===== src/rtl/dm_arb_pkg.sv =====
// dm_arb_pkg: size encodings, FSM states and request-shape check for dm_arbiter.
package dm_arb_pkg;
  localparam logic [1:0] SZ_BYTE = 2'b00;
  localparam logic [1:0] SZ_HALF = 2'b01;
  localparam logic [1:0] SZ_WORD = 2'b10;
  typedef enum logic [1:0] {IDLE, ACCESS, MERGE} state_t;
  // True for an illegal size or an address not aligned to its size.
  function automatic logic bad_shape(input logic [1:0] size, input logic [1:0] lo);
    return size == SZ_HALF ? lo[0] : size == SZ_WORD ? |lo : size != SZ_BYTE;
  endfunction
endpackage


===== src/rtl/dm_lane_unit.sv =====
// dm_lane_unit: lane extract/extend for loads and lane merge for sub-word stores.
module dm_lane_unit
  import dm_arb_pkg::*;
(
  input  logic [31:0] word_i,
  input  logic [1:0]  off_i,
  input  logic [1:0]  size_i,
  input  logic        sign_i,
  input  logic [31:0] wdata_i,
  output logic [31:0] ext_o,
  output logic [31:0] merged_o
);
  logic [4:0] sh;
  logic [7:0] b;
  logic [15:0] h;
  logic [31:0] mask;
  always_comb begin
    sh = {off_i, 3'b000};
    b = 8'(word_i >> sh);
    h = 16'(word_i >> sh);
    ext_o = size_i == SZ_BYTE ? {{24{sign_i & b[7]}}, b} :
            size_i == SZ_HALF ? {{16{sign_i & h[15]}}, h} : word_i;
    mask = size_i == SZ_BYTE ? 32'h0000_00FF << sh :
           size_i == SZ_HALF ? 32'h0000_FFFF << sh : 32'hFFFF_FFFF;
    merged_o = (word_i & ~mask) | ((wdata_i << sh) & mask);
  end
endmodule


===== src/rtl/dm_arbiter.sv =====
// dm_arbiter: two-port round-robin arbiter onto a single-word data memory,
// with sub-word loads and read-modify-write sub-word stores.
module dm_arbiter
  import dm_arb_pkg::*;
#(
  parameter int MEM_WORDS = 1024
) (
  input  logic        clk,
  input  logic        reset,
  input  logic        p0_valid,
  output logic        p0_ready,
  input  logic        p0_we,
  input  logic [1:0]  p0_size,
  input  logic        p0_sign,
  input  logic [31:0] p0_addr,
  input  logic [31:0] p0_wdata,
  output logic        p0_rvalid,
  output logic [31:0] p0_rdata,
  output logic        p0_err,
  input  logic        p1_valid,
  output logic        p1_ready,
  input  logic        p1_we,
  input  logic [1:0]  p1_size,
  input  logic        p1_sign,
  input  logic [31:0] p1_addr,
  input  logic [31:0] p1_wdata,
  output logic        p1_rvalid,
  output logic [31:0] p1_rdata,
  output logic        p1_err,
  output logic        mem_read,
  output logic        mem_write,
  output logic [31:0] mem_addr,
  output logic [31:0] mem_wdata,
  input  logic [31:0] mem_rdata
);
  localparam logic [32:0] LIMIT = 33'(4 * MEM_WORDS);
  state_t state_q;
  logic prio_q, port_q, we_q, sign_q;
  logic [1:0] size_q;
  logic [31:0] addr_q, wdata_q, merge_q;
  logic [1:0] rvalid_q, err_q;
  logic [1:0][31:0] rdata_q;
  logic gnt0, gnt1, sel, req_we, req_sign, req_bad, is_word;
  logic [1:0] req_size;
  logic [31:0] req_addr, req_wdata, ext, merged;
  // prio_q names the port that wins a tie; it flips away from each grantee.
  assign gnt0 = !reset && state_q == IDLE && p0_valid && (!p1_valid || !prio_q);
  assign gnt1 = !reset && state_q == IDLE && p1_valid && (!p0_valid || prio_q);
  assign p0_ready = gnt0;
  assign p1_ready = gnt1;
  assign sel = gnt1;
  assign req_we = sel ? p1_we : p0_we;
  assign req_size = sel ? p1_size : p0_size;
  assign req_sign = sel ? p1_sign : p0_sign;
  assign req_addr = sel ? p1_addr : p0_addr;
  assign req_wdata = sel ? p1_wdata : p0_wdata;
  assign req_bad = bad_shape(req_size, req_addr[1:0]) || {1'b0, req_addr} >= LIMIT;
  assign is_word = size_q == SZ_WORD;
  assign mem_read = !reset && state_q == ACCESS && !(we_q && is_word);
  assign mem_write = !reset && (state_q == MERGE || (state_q == ACCESS && we_q && is_word));
  assign mem_addr = {addr_q[31:2], 2'b00};
  assign mem_wdata = state_q == MERGE ? merged : wdata_q;
  assign p0_rvalid = rvalid_q[0];
  assign p1_rvalid = rvalid_q[1];
  assign p0_rdata = rdata_q[0];
  assign p1_rdata = rdata_q[1];
  assign p0_err = err_q[0];
  assign p1_err = err_q[1];
  dm_lane_unit u_lane (
    .word_i  (state_q == MERGE ? merge_q : mem_rdata),
    .off_i   (addr_q[1:0]),
    .size_i  (size_q),
    .sign_i  (sign_q),
    .wdata_i (wdata_q),
    .ext_o   (ext),
    .merged_o(merged)
  );
  always_ff @(posedge clk) begin
    if (reset) begin
      state_q <= IDLE;
      prio_q <= 1'b0;
      port_q <= 1'b0;
      we_q <= 1'b0;
      sign_q <= 1'b0;
      size_q <= SZ_BYTE;
      addr_q <= '0;
      wdata_q <= '0;
      merge_q <= '0;
      rvalid_q <= '0;
      err_q <= '0;
      rdata_q <= '0;
    end else begin
      rvalid_q <= '0;
      case (state_q)
        IDLE: if (gnt0 || gnt1) begin
          port_q <= sel;
          prio_q <= !sel;
          we_q <= req_we;
          size_q <= req_size;
          sign_q <= req_sign;
          addr_q <= req_addr;
          wdata_q <= req_wdata;
          if (req_bad) begin
            rvalid_q[sel] <= 1'b1;
            err_q[sel] <= 1'b1;
            rdata_q[sel] <= '0;
          end else state_q <= ACCESS;
        end
        ACCESS: if (we_q && !is_word) begin
          merge_q <= mem_rdata;
          state_q <= MERGE;
        end else begin
          rvalid_q[port_q] <= 1'b1;
          err_q[port_q] <= 1'b0;
          rdata_q[port_q] <= we_q ? '0 : ext;
          state_q <= IDLE;
        end
        MERGE: begin
          rvalid_q[port_q] <= 1'b1;
          err_q[port_q] <= 1'b0;
          rdata_q[port_q] <= '0;
          state_q <= IDLE;
        end
        default: state_q <= IDLE;
      endcase
    end
  end
endmodule


===== config.mk =====
export PLATFORM = sky130hd
export DESIGN_NAME = dm_arbiter
export DESIGN_NICKNAME = d
export VERILOG_FILES = /design/src/rtl/dm_arb_pkg.sv /design/src/rtl/dm_lane_unit.sv /design/src/rtl/dm_arbiter.sv
export SDC_FILE = /design/constraint.sdc
export NUM_CORES = 1
export LEC_CHECK = 0
export ABC_AREA = 1
export CORE_MARGIN = 2
export CORE_UTILIZATION = 40
export CTS_BUF_LIST = sky130_fd_sc_hd__clkbuf_4 sky130_fd_sc_hd__clkbuf_8
export CTS_CLUSTER_DIAMETER = 80
export CTS_CLUSTER_SIZE = 8
export DETAILED_ROUTE_END_ITERATION = 7
export PLACE_DENSITY_LB_ADDON = 0.08
export SYNTH_ARGS = -nofsm -noshare
export SYNTH_HDL_FRONTEND = slang
export SYNTH_SLANG_ARGS = --single-unit
export TNS_END_PERCENT = 30

===== constraint.sdc =====
create_clock -name clk -period 3.1 [get_ports clk]
set_input_delay 0.465 -clock clk [delete_from_list [all_inputs] [get_ports clk]]
set_output_delay 0.465 -clock clk [all_outputs]
set_load 0.01 [all_outputs]

==> results.toml <==
[critical_path]
timing_worst_setup_path_type = "flip-flop to primary output"
timing.critical_path.arrival_ns = 2.56
reg2reg_to = "p0_rdata[1]"
r2r_start = "state_q[0]"
critical_path.endpoint = "mem_wdata[18]"
ff2ff_path_depth = 18
crit_path_start = "state_q[0]"
critical_path.max_stage_delay_ns = 0.56
regToRegSetupSlack_ns = 0.32
worst_path_max_delay_cell = "sky130_fd_sc_hd__clkdlybuf4s50_1"
critPathRequiredTime_ns = 2.63
timing.critical_path.from_type = "flip-flop"
cp_cell_sequence = "inv_1, ha_4, buf_12, o21ai_0, buf_4, o211ai_1, nand2_1, clkdlybuf4s50_1"
critPathCaptureType = "primary output"
critPathMaxFanout = 34

[route]
drt_pass1_iterations = 8
antenna_violating_nets_remaining = 0
finalWirelength_mm = 40.5
vias = 12800
drc = 0
drc_marker_count_from_the_first_detailed_route_iteration = 1038
detail_route.vias_per_cell = 5.03
routed_wl_per_cell_um = 15.9

[cts]
tritoncts = "yes"
clockRootBuffer = "sky130_fd_sc_hd__clkbuf_8"
htreeDepth = 4
cts.hold.buffers_added = 0
clk_pin_slew_ns = 0.11
clk-insertion-delay-late_ns = 0.47
cts-root-to-sink-buffers = 2
cts_made_buffers = 17
clock_sink_count = 172

[logic_synthesis]
ys_types = 37
asyncSetResetFlopFracSynth_pct = 0
synth-seq-area-share_pct = 30.4
number_of_enable_type_register_cells_in_the_synthesized_netlist = 0
yosys_register_bits = 172
yosysWarnings = 0
synthesis.area_mm2 = 0.0113
syn_area_per_cell_um2 = 5.88
synthesis.instances = 1924
ys_dominant_reg_cell = "sky130_fd_sc_hd__dfxtp_1"

[floorplan]
chipHeight_um = 172
die_area_mm2 = 0.0297
num_rows = 61
initial_core_util_pct = 40.7
core-area_mm2 = 0.0278
chipWidth_um = 172
io_pins = 308

[final_layout]
finish.utilization_pct = 54.8
finalNetCount = 2335
fraction_of_final_layout_cells_sized_beyond_drive_strength_1_pct = 6.09
num-fill-cells = 2916
layout.cells.non_filler = 2546
multi_input_comb_area_mm2 = 0.00614
area.growth.synth_to_final_pct = 34.6
area.sequential_mm2 = 0.00345

[run_status]
status = "finished clean"

[min_path]
worstHoldStart = "merge_q[1]"
timing.hold.worst.class = "flip-flop to flip-flop"
min_delay_path_depth = 2

[run]
max_cap_violations = 0

[grt]
globalRouteOverflowTotal = 0
grt_util_all_layers_pct = 27.0
number_of_antenna_violations_at_the_first_check_in_global_routing = 3
maximum_number_of_pins_on_one_net_before_global_route_repair = 76
grt_pass1_vias = 11700
wire_length_of_the_first_global_routing_pass_mm = 62.2

[timing]
finalClockSkew_ns = 0.0259
post-route-min-period_ns = 3.02
worstMarginPinSlew_ns = 0.838
timing.final.ws_setup_ns = 0.0756
layout_worst_path_cycle_share_pct = 97.6
finalHoldViolations = 0
maxSlewViolCount = 0
clock.fmax_mhz = 331
timing.final.setup_violations = 0
fin_worst_hold_slack_ns = 0.461
grt_setup_unrepaired = "yes"
slew_headroom_pct = 44.1

[placed_design]
post-place-ws_ns = 0.164
globalplace.congestion = 0.912
final_hpwl_from_detailed_placement_mm = 30.2
dpl.cell_count = 2511
place.port_buffers = 305

[pwr]
ir_drop_mv = 0.332
power-per-cell-area_mw_per_mm2 = 409
leakage_nw = 7.33
post-layout-total-power_mw = 6.22
Yosys cell counts, types with 3 or more instances:
cell type / count / share of area, %
sky130_fd_sc_hd__nand2_1: 646 / 21
sky130_fd_sc_hd__inv_1: 261 / 8.7
sky130_fd_sc_hd__nor2_1: 182 / 6.0
sky130_fd_sc_hd__dfxtp_1: 172 / 30
sky130_fd_sc_hd__o21ai_0: 128 / 5.7
sky130_fd_sc_hd__nand3_1: 93 / 4.1
sky130_fd_sc_hd__clkbuf_1: 84 / 2.8
sky130_fd_sc_hd__o211ai_1: 75 / 5.0
sky130_fd_sc_hd__nand4_1: 70 / 3.9
sky130_fd_sc_hd__a21oi_1: 64 / 2.8
sky130_fd_sc_hd__buf_4: 44 / 2.9
sky130_fd_sc_hd__buf_1: 26 / 0.86
sky130_fd_sc_hd__a22oi_1: 12 / 0.80
sky130_fd_sc_hd__ha_1: 10 / 1.1
sky130_fd_sc_hd__buf_2: 7 / 0.31
sky130_fd_sc_hd__a31oi_1: 5 / 0.28
sky130_fd_sc_hd__nor4_1: 5 / 0.28
sky130_fd_sc_hd__inv_2: 4 / 0.13
sky130_fd_sc_hd__o22ai_1: 4 / 0.22
sky130_fd_sc_hd__o311ai_0: 4 / 0.31
sky130_fd_sc_hd__o21ai_1: 3 / 0.13
sky130_fd_sc_hd__o221ai_1: 3 / 0.23
sky130_fd_sc_hd__or2_2: 3 / 0.17
cells by family after synthesis:
logic type      Yosys count  synth area share, %
compound gates          304                 15.9
mux                       1               0.0885
simple gates           1007                 36.7
fa+ha+maj                10                 1.11
buf+inv                 429                 15.8
other cells               1               0.0331
flops                   172                 30.4
worst max-delay path: cells and delay by family (launching register included):
kind	cells	cell delay, ns
AOI/OAI and AO/OA	2	0.37
adders and majority gates	1	0.20
buffers and inverters	4	1.03
DFF	1	0.39
and+or+nand+nor	1	0.08
sequential cells by signal, summed over array words and instances (netlist names):
register,flops
rvalid_q,2
we_q,1
sign_q,1
merge_q,32
port_q,1
state_q,2
addr_q,32
p1_rdata,32
wdata_q,32
p0_rdata,32
err_q,2
size_q,2
prio_q,1
repair_timing:
item	in CTS	in global routing
buffers inserted	0	1
resized for setup	31	36
pin swaps	0	2
endpoints found under the setup margin	30	73
power breakdown:
part | leakage, nW | internal [mW] | total (mW) | switching [mW]
Combinational | 5.70 | 0.895 | 2.01 | 1.11
Clock | 0.211 | 0.636 | 1.71 | 1.07
Sequential | 1.41 | 2.38 | 2.51 | 0.132
cell usage in the layout (no fill, tap or decap), types with 3 or more instances in the layout:
cell type / synthesis / final
sky130_fd_sc_hd__ha_1: 10 / 9
sky130_fd_sc_hd__inv_2: 4 / 4
sky130_fd_sc_hd__o211ai_1: 75 / 75
sky130_fd_sc_hd__a22oi_1: 12 / 12
sky130_fd_sc_hd__nand4_1: 70 / 70
sky130_fd_sc_hd__buf_4: 44 / 52
sky130_fd_sc_hd__inv_1: 261 / 258
sky130_fd_sc_hd__buf_12: 0 / 12
sky130_fd_sc_hd__o21ai_1: 3 / 14
sky130_fd_sc_hd__clkbuf_8: 0 / 17
sky130_fd_sc_hd__nor2_1: 182 / 175
sky130_fd_sc_hd__inv_6: 0 / 3
sky130_fd_sc_hd__o21ai_0: 128 / 116
sky130_fd_sc_hd__o221ai_1: 3 / 3
sky130_fd_sc_hd__or2_2: 3 / 3
sky130_fd_sc_hd__a21oi_1: 64 / 63
sky130_fd_sc_hd__dfxtp_1: 172 / 168
sky130_fd_sc_hd__nor2_4: 2 / 3
sky130_fd_sc_hd__nand2_1: 646 / 645
sky130_fd_sc_hd__o311ai_0: 4 / 4
sky130_fd_sc_hd__dlymetal6s2s_1: 0 / 10
sky130_fd_sc_hd__nor4_1: 5 / 5
sky130_fd_sc_hd__a31oi_1: 5 / 5
sky130_fd_sc_hd__nor2_2: 2 / 8
sky130_fd_sc_hd__dfxtp_2: 0 / 3
sky130_fd_sc_hd__o22ai_1: 4 / 3
sky130_fd_sc_hd__nand3_1: 93 / 93
sky130_fd_sc_hd__clkdlybuf4s50_1: 0 / 283
sky130_fd_sc_hd__inv_8: 0 / 3
sky130_fd_sc_hd__dlygate4sd2_1: 0 / 12
sky130_fd_sc_hd__clkinv_8: 0 / 5
through the flow:
step                      cell area [um^2]  setup TNS [ns]
final                                15200               0
after global placement               14700               0
after global routing                 15200         -0.0654
after floorplan                      11300               0
after detailed placement             14700               0
after CTS                            15100         -0.0190
routing by layer:
layer | track usage (%) | share of wire (%) | vias to the layer above
met3 | 5.01 | 6.3 | 56
met2 | 43.8 | 45 | 408
met1 | 36.1 | 45 | 5805
met4 | 8.77 | 2.9 | 2
li1 | - | - | 6528
met5 | 0 | 0.039 | -
final cells by class:
class	instances	share of cell area, %
multi-input combinational	1324	40.3
timing repair buffer	371	24.4
sequential	172	22.7
inverter	267	6.65
tap	378	3.11
clock buffer	17	1.54
clock inverter	15	1.26
antenna	2	0.0329
worst min-delay path by stage:
stage | end | slack (ns)
floorplan | merge_q[3] | 0.43
global placement | merge_q[6] | 0.44
detailed placement | merge_q[3] | 0.45
CTS | merge_q[3] | 0.46
global route | merge_q[1] | 0.48
finish | merge_q[1] | 0.46
No activity file was read; power rests on OpenSTA's default activity.
